## config.mk

```make
export PLATFORM = sky130hd
export DESIGN_NAME = sar_conv_sequencer
export DESIGN_NICKNAME = d
export VERILOG_FILES = /design/src/rtl/sar_conv_sequencer.sv
export SDC_FILE = /design/constraint.sdc
export NUM_CORES = 1
export LEC_CHECK = 0
export ABC_AREA = 0
export BUFFER_PORTS_ARGS = -buffer_cell sky130_fd_sc_hd__buf_4
export CAP_MARGIN = 20
export CORE_AREA = 2 2 59 61
export DETAILED_ROUTE_END_ITERATION = 10
export DIE_AREA = 0 0 61 63
export GPL_TIMING_DRIVEN = 1
export HOLD_SLACK_MARGIN = 0.05
export PLACE_DENSITY = 0.63
export RECOVER_POWER = 25
export SLEW_MARGIN = 25
export SYNTH_ARGS = -nofsm -noshare
export SYNTH_HDL_FRONTEND = slang
export SYNTH_SLANG_ARGS = --single-unit
```

## constraint.sdc

```tcl
create_clock -name clk -period 2.8 [get_ports clk]
set_clock_uncertainty 0.1 [all_clocks]
set_input_delay 0.56 -clock clk [delete_from_list [all_inputs] [get_ports clk]]
set_output_delay 0.56 -clock clk [all_outputs]
set_load 0.02 [all_outputs]
```

## src/rtl/sar_conv_sequencer.sv

```systemverilog
// Sequencer for a successive-approximation ADC: a requestable sample phase, then an
// MSB-first binary search, with the finished code held behind a valid/ready handshake.
module sar_conv_sequencer #(
  parameter int NBITS  = 6,
  parameter int SLEN_W = 4
) (
  input  logic              clk,
  input  logic              rst,
  input  logic              start,
  input  logic              cont,
  input  logic [SLEN_W-1:0] sample_len,
  input  logic              comp_in,
  output logic              sample,
  output logic              comp_en,
  output logic [NBITS-1:0]  dac_code,
  output logic              busy,
  output logic [NBITS-1:0]  result,
  output logic              result_valid,
  input  logic              result_ready,
  output logic              overrun
);

  localparam int IW = (NBITS > 1) ? $clog2(NBITS) : 1;

  typedef enum logic [1:0] {
    S_IDLE,
    S_SAMPLE,
    S_CONVERT
  } state_t;

  state_t            state_q, state_d;
  logic [SLEN_W-1:0] cnt_q, cnt_d;
  logic [NBITS-1:0]  acc_q, acc_d;
  logic [IW-1:0]     idx_q, idx_d;
  logic [NBITS-1:0]  result_q, result_d;
  logic              result_valid_q, result_valid_d;
  logic              overrun_q, overrun_d;

  logic [SLEN_W-1:0] slen_eff;
  logic [NBITS-1:0]  bit_mask;
  logic [NBITS-1:0]  acc_upd;
  logic              complete;

  always_comb begin
    state_d        = state_q;
    cnt_d          = cnt_q;
    acc_d          = acc_q;
    idx_d          = idx_q;
    result_d       = result_q;
    result_valid_d = result_valid_q;
    overrun_d      = overrun_q;
    complete       = 1'b0;

    // A zero sample length still gets one sampling cycle.
    slen_eff = (sample_len == '0) ? SLEN_W'(1) : sample_len;
    bit_mask = {{(NBITS-1){1'b0}}, 1'b1} << idx_q;
    acc_upd  = (acc_q & ~bit_mask) | (comp_in ? bit_mask : '0);

    case (state_q)
      S_IDLE: begin
        if (start || cont) begin
          cnt_d   = slen_eff;
          acc_d   = '0;
          state_d = S_SAMPLE;
        end
      end
      S_SAMPLE: begin
        if (cnt_q <= SLEN_W'(1)) begin
          idx_d   = IW'(NBITS - 1);
          state_d = S_CONVERT;
        end else begin
          cnt_d = cnt_q - SLEN_W'(1);
        end
      end
      S_CONVERT: begin
        acc_d = acc_upd;
        idx_d = idx_q - IW'(1);
        if (idx_q == '0) begin
          complete = 1'b1;
          result_d = acc_upd;
          acc_d    = '0;
          if (cont) begin
            cnt_d   = slen_eff;
            state_d = S_SAMPLE;
          end else begin
            state_d = S_IDLE;
          end
        end
      end
      default: state_d = S_IDLE;
    endcase

    // A completion wins over a same-edge consume; only an unconsumed overwrite is flagged.
    if (complete) begin
      result_valid_d = 1'b1;
      if (result_valid_q && !result_ready) overrun_d = 1'b1;
    end else if (result_valid_q && result_ready) begin
      result_valid_d = 1'b0;
    end
  end

  always_ff @(posedge clk) begin
    if (rst) begin
      state_q        <= S_IDLE;
      cnt_q          <= '0;
      acc_q          <= '0;
      idx_q          <= '0;
      result_q       <= '0;
      result_valid_q <= 1'b0;
      overrun_q      <= 1'b0;
    end else begin
      state_q        <= state_d;
      cnt_q          <= cnt_d;
      acc_q          <= acc_d;
      idx_q          <= idx_d;
      result_q       <= result_d;
      result_valid_q <= result_valid_d;
      overrun_q      <= overrun_d;
    end
  end

  assign sample       = (state_q == S_SAMPLE);
  assign comp_en      = (state_q == S_CONVERT);
  assign busy         = (state_q != S_IDLE);
  assign dac_code     = (state_q == S_CONVERT) ? (acc_q | bit_mask) : '0;
  assign result       = result_q;
  assign result_valid = result_valid_q;
  assign overrun      = overrun_q;

endmodule
```

==> impl_metrics.xml <==
<?xml version="1.0" encoding="UTF-8"?>
<metrics>
  <group name="outcome">
    <metric name="outcome" unit="">finished, final reports clean</metric>
  </group>
  <group name="power">
    <metric name="static-leakage-power" unit="nW">0.5745</metric>
    <metric name="ir_drop" unit="mV">0.3845</metric>
    <metric name="power_per_cell_area" unit="mW/mm^2">837.5</metric>
    <metric name="power.share.combinational" unit="%">47.9</metric>
    <metric name="sequentialPowerShare" unit="%">38.5</metric>
    <metric name="netSwitchingPower" unit="uW">501.6</metric>
    <metric name="p_int" unit="uW">686.7</metric>
    <metric name="netSwitchingFraction" unit="%">42.21</metric>
    <metric name="pwr-share-clk" unit="%">13.6</metric>
  </group>
  <group name="floorplan">
    <metric name="ios" unit="">27</metric>
    <metric name="die_height" unit="um">63</metric>
    <metric name="floorplan_die_width" unit="um">61</metric>
    <metric name="coreArea" unit="mm^2">0.003232</metric>
    <metric name="placement_rows" unit="">21</metric>
    <metric name="initial_utilization" unit="%">38.10</metric>
    <metric name="design.die.area" unit="mm^2">0.003843</metric>
  </group>
  <group name="grt">
    <metric name="first_global_vias" unit="">1005</metric>
    <metric name="grt_first_pass_wirelength" unit="um">4257</metric>
    <metric name="number_of_antenna_violations_at_the_first_check_in_global_routing" unit="">0</metric>
    <metric name="grt.total_usage" unit="%">14.60</metric>
    <metric name="grt-ovfl-total" unit="">0</metric>
    <metric name="grt_start_max_net_pins" unit="">26</metric>
  </group>
  <group name="drt">
    <metric name="drt_iter0_markers" unit="">36</metric>
    <metric name="route.detailed.wl_per_inst" unit="um">11.90</metric>
    <metric name="drt_first_pass_iters" unit="">3</metric>
    <metric name="vias_per_cell" unit="">4.824</metric>
    <metric name="drt-total-wl" unit="um">2500</metric>
    <metric name="num_vias" unit="">1013</metric>
    <metric name="final_antenna_net_count" unit="">0</metric>
    <metric name="drcViolationCount" unit="">0</metric>
  </group>
  <group name="sta">
    <metric name="fin_worst_hold_slack" unit="ns">0.3779</metric>
    <metric name="timing.final.crit_share" unit="%">80.35</metric>
    <metric name="setup_slack" unit="ns">0.5503</metric>
    <metric name="worstMarginPinSlew" unit="ns">0.4571</metric>
    <metric name="timing.slew.headroom" unit="%">69.41</metric>
    <metric name="rsz0062_at_grt" unit="">false</metric>
    <metric name="fin_tns_setup" unit="ns">0</metric>
    <metric name="fmax" unit="MHz">444.5</metric>
    <metric name="time_the_worst_path_needs_with_i_o_delays_and_setup" unit="ns">2.250</metric>
    <metric name="final_hold_viol_count" unit="">0</metric>
    <metric name="timing_max_transition_violations_final" unit="">0</metric>
    <metric name="setup_viol_count_final" unit="">0</metric>
  </group>
  <group name="critical_path">
    <metric name="rr_worst_depth" unit="">6</metric>
    <metric name="reg2reg_to" unit="">cnt_q[2]$_SDFFE_PP0P_</metric>
    <metric name="setup.worst_path.start_class" unit="">register</metric>
    <metric name="critPathArrivalTime" unit="ns">1.59</metric>
    <metric name="critPathLaunch" unit="">idx_q[0]$_SDFFE_PP0P_</metric>
    <metric name="regToRegSetupSlack" unit="ns">0.77</metric>
    <metric name="critical_path.reg2reg.startpoint" unit="">idx_q[0]$_SDFFE_PP0P_</metric>
    <metric name="critical_path.endpoint" unit="">dac_code[0]</metric>
    <metric name="setup.worst_path.end_class" unit="">output port</metric>
    <metric name="worst-path-max-fanout" unit="">5</metric>
    <metric name="worst_ep_required_time" unit="ns">2.14</metric>
    <metric name="crit_type" unit="">reg2out</metric>
  </group>
  <group name="yosys">
    <metric name="syn_area_per_cell" unit="um^2">8.610</metric>
    <metric name="synth.area.mux_share" unit="%">8.537</metric>
    <metric name="yosys.area_share.xor_xnor" unit="%">0.7114</metric>
    <metric name="asyncSetResetFlopFracSynth" unit="%">0</metric>
    <metric name="post_synth_cell_types" unit="">36</metric>
    <metric name="post_synth_fa_ha_maj_area_fraction" unit="%">7.114</metric>
    <metric name="postSynthRegisterBits" unit="">23</metric>
    <metric name="post_synth_and_or_nand_nor_area_fraction" unit="%">21.75</metric>
    <metric name="synth_warnings" unit="">0</metric>
    <metric name="postSynth.topFlopCell" unit="">sky130_fd_sc_hd__dfxtp_1</metric>
    <metric name="synthDominantCellAreaShare" unit="%">37.40</metric>
    <metric name="synthesis.area" unit="mm^2">0.001231</metric>
    <metric name="syn-instance-count" unit="">143</metric>
    <metric name="ys_top_cells_by_count" unit="">sky130_fd_sc_hd__nor2_1 (30), sky130_fd_sc_hd__dfxtp_1 (23), sky130_fd_sc_hd__a21oi_1 (10), sky130_fd_sc_hd__inv_1 (9), sky130_fd_sc_hd__ha_1 (7)</metric>
    <metric name="area_contributors_post_synth" unit="">sky130_fd_sc_hd__dfxtp_1 (37%), sky130_fd_sc_hd__nor2_1 (9.1%), sky130_fd_sc_hd__ha_1 (7.1%)</metric>
    <metric name="synth-edff-count" unit="">0</metric>
    <metric name="yosys.cell_count.top_type" unit="">sky130_fd_sc_hd__nor2_1</metric>
    <metric name="ys_seq_area_share" unit="%">37.40</metric>
    <metric name="largest_family_of_logic_cells_by_synthesized_area" unit="">simple AND/OR/NAND/NOR gates</metric>
    <metric name="postSynthNetCount" unit="">160</metric>
    <metric name="synth_compound_gate_area_share" unit="%">17.07</metric>
    <metric name="synth_top_area_cell" unit="">sky130_fd_sc_hd__dfxtp_1</metric>
  </group>
  <group name="clocking">
    <metric name="cts_hold_buf" unit="">0</metric>
    <metric name="insertion_delay" unit="ns">0.32</metric>
    <metric name="clkSinkCount" unit="">23</metric>
    <metric name="cts-buffers-inserted" unit="">3</metric>
    <metric name="cts.path.max_buffers" unit="">2</metric>
    <metric name="htree_levels" unit="">1</metric>
    <metric name="post_cts_resize_count" unit="">0</metric>
    <metric name="count_of_buffers_added_by_post_cts_timing_repair_for_setup" unit="">0</metric>
    <metric name="clk_transition_reported_paths" unit="ns">0.13</metric>
    <metric name="cts-root-buf" unit="">sky130_fd_sc_hd__clkbuf_4</metric>
    <metric name="tritoncts_clock_tree" unit="">built</metric>
  </group>
  <group name="finish">
    <metric name="n_fill_cell" unit="">334</metric>
    <metric name="register_area" unit="um^2">460.4</metric>
    <metric name="syn2layout_area_growth" unit="%">15.24</metric>
    <metric name="layout-drive-gt1-share" unit="%">18.90</metric>
    <metric name="diodes" unit="">0</metric>
    <metric name="number_of_nets_in_the_finished_design" unit="">182</metric>
    <metric name="multi_input_area" unit="um^2">675.6</metric>
    <metric name="finalCoreUtilization" unit="%">43.90</metric>
  </group>
  <group name="placement">
    <metric name="pre_cts_slack" unit="ns">0.7999</metric>
    <metric name="gp_congestion" unit="">0.7518</metric>
    <metric name="hpwlAfterDp" unit="um">1830</metric>
    <metric name="io_buffers" unit="">26</metric>
  </group>
  <group name="job">
    <metric name="max-cap-violations" unit="">0</metric>
  </group>
  <group name="worst_hold_path">
    <metric name="worstHoldPathType" unit="">reg2reg</metric>
  </group>
</metrics>
## state kept, by name, summed over array words and instances (netlist names)
name	cells
acc_q	6
cnt_q	4
result_valid	1
state_q	2
result	6
idx_q	3
overrun	1
## metrics by stage
stage               total power, mW  cells  area, um^2
finish                        1.188    210        1419
global route                  1.288    210        1419
CTS                           1.209    210        1453
detailed placement            1.051    206        1426
global placement              1.033    206        1426
floorplan                    0.9484    143        1231
## per-layer routing
metal | up-vias | GRT usage (%) | share of wire, %
met5 | - | 0 | 0
met4 | 0 | 5.707 | 1.8
met3 | 5 | 2.484 | 3.0
met2 | 21 | 25.13 | 49
met1 | 463 | 17.39 | 46
li1 | 524 | - | -
## final cells by class
cell class	count	area share, %
tap	46	4.056
inverter	9	2.381
multi-input combinational	102	47.62
sequential	23	32.45
clock buffer	4	1.852
timing repair buffer	26	11.64
## placed cells by master, fill, tap and decap left out, types with 4 or more instances in the layout
cell and instances:
sky130_fd_sc_hd__nor2b_1 5, sky130_fd_sc_hd__nor2_1 30, sky130_fd_sc_hd__a31oi_1 4, sky130_fd_sc_hd__mux2_2 4, sky130_fd_sc_hd__mux2i_1 6, sky130_fd_sc_hd__a21oi_1 10, sky130_fd_sc_hd__inv_1 9, sky130_fd_sc_hd__nand2_1 4
sky130_fd_sc_hd__ha_1 7, sky130_fd_sc_hd__clkbuf_1 9, sky130_fd_sc_hd__dfxtp_1 23, sky130_fd_sc_hd__a22oi_1 4, sky130_fd_sc_hd__buf_4 18
## worst min path at each step
stage	endpoint	slack [ns]	from	cells after the start
2_1_floorplan	acc_q[0]$_SDFFE_PP0P_	0.36	acc_q[0]$_SDFFE_PP0P_	1
3_3_place_gp	overrun$_SDFFE_PP0P_	0.35	overrun$_SDFFE_PP0P_	2
3_5_place_dp	overrun$_SDFFE_PP0P_	0.36	overrun$_SDFFE_PP0P_	2
4_1_cts	overrun$_SDFFE_PP0P_	0.39	overrun$_SDFFE_PP0P_	2
5_1_grt	acc_q[0]$_SDFFE_PP0P_	0.41	acc_q[0]$_SDFFE_PP0P_	1
6_report	overrun$_SDFFE_PP0P_	0.38	overrun$_SDFFE_PP0P_	2
## critical path: stages, from the launching register on
cell and delay (ns):
sky130_fd_sc_hd__dfxtp_1 0.36, sky130_fd_sc_hd__inv_1 0.12, sky130_fd_sc_hd__ha_1 0.23, sky130_fd_sc_hd__nor2b_1 0.24, sky130_fd_sc_hd__nor2_1 0.06, sky130_fd_sc_hd__nor2_1 0.10
sky130_fd_sc_hd__buf_4 0.15
## power by group through the flow
stage | Clock (mW) | Combinational [mW] | Sequential [mW]
6_report | 0.161 | 0.569 | 0.458
5_1_grt | 0.174 | 0.646 | 0.468
4_1_cts | 0.162 | 0.587 | 0.459
3_5_place_dp | 0 | 0.585 | 0.466
3_3_place_gp | 0 | 0.569 | 0.464
2_1_floorplan | 0 | 0.508 | 0.441
## logic make-up (layout without fill, tap and decap cells)
kind of cell / after synthesis / count (layout)
flops: 23 / 23
buf+inv: 18 / 39
simple gates: 55 / 55
mux: 10 / 10
xor+xnor: 1 / 1
fa+ha+maj: 7 / 7
compound gates: 29 / 29
(Power assumes the default switching activity.)
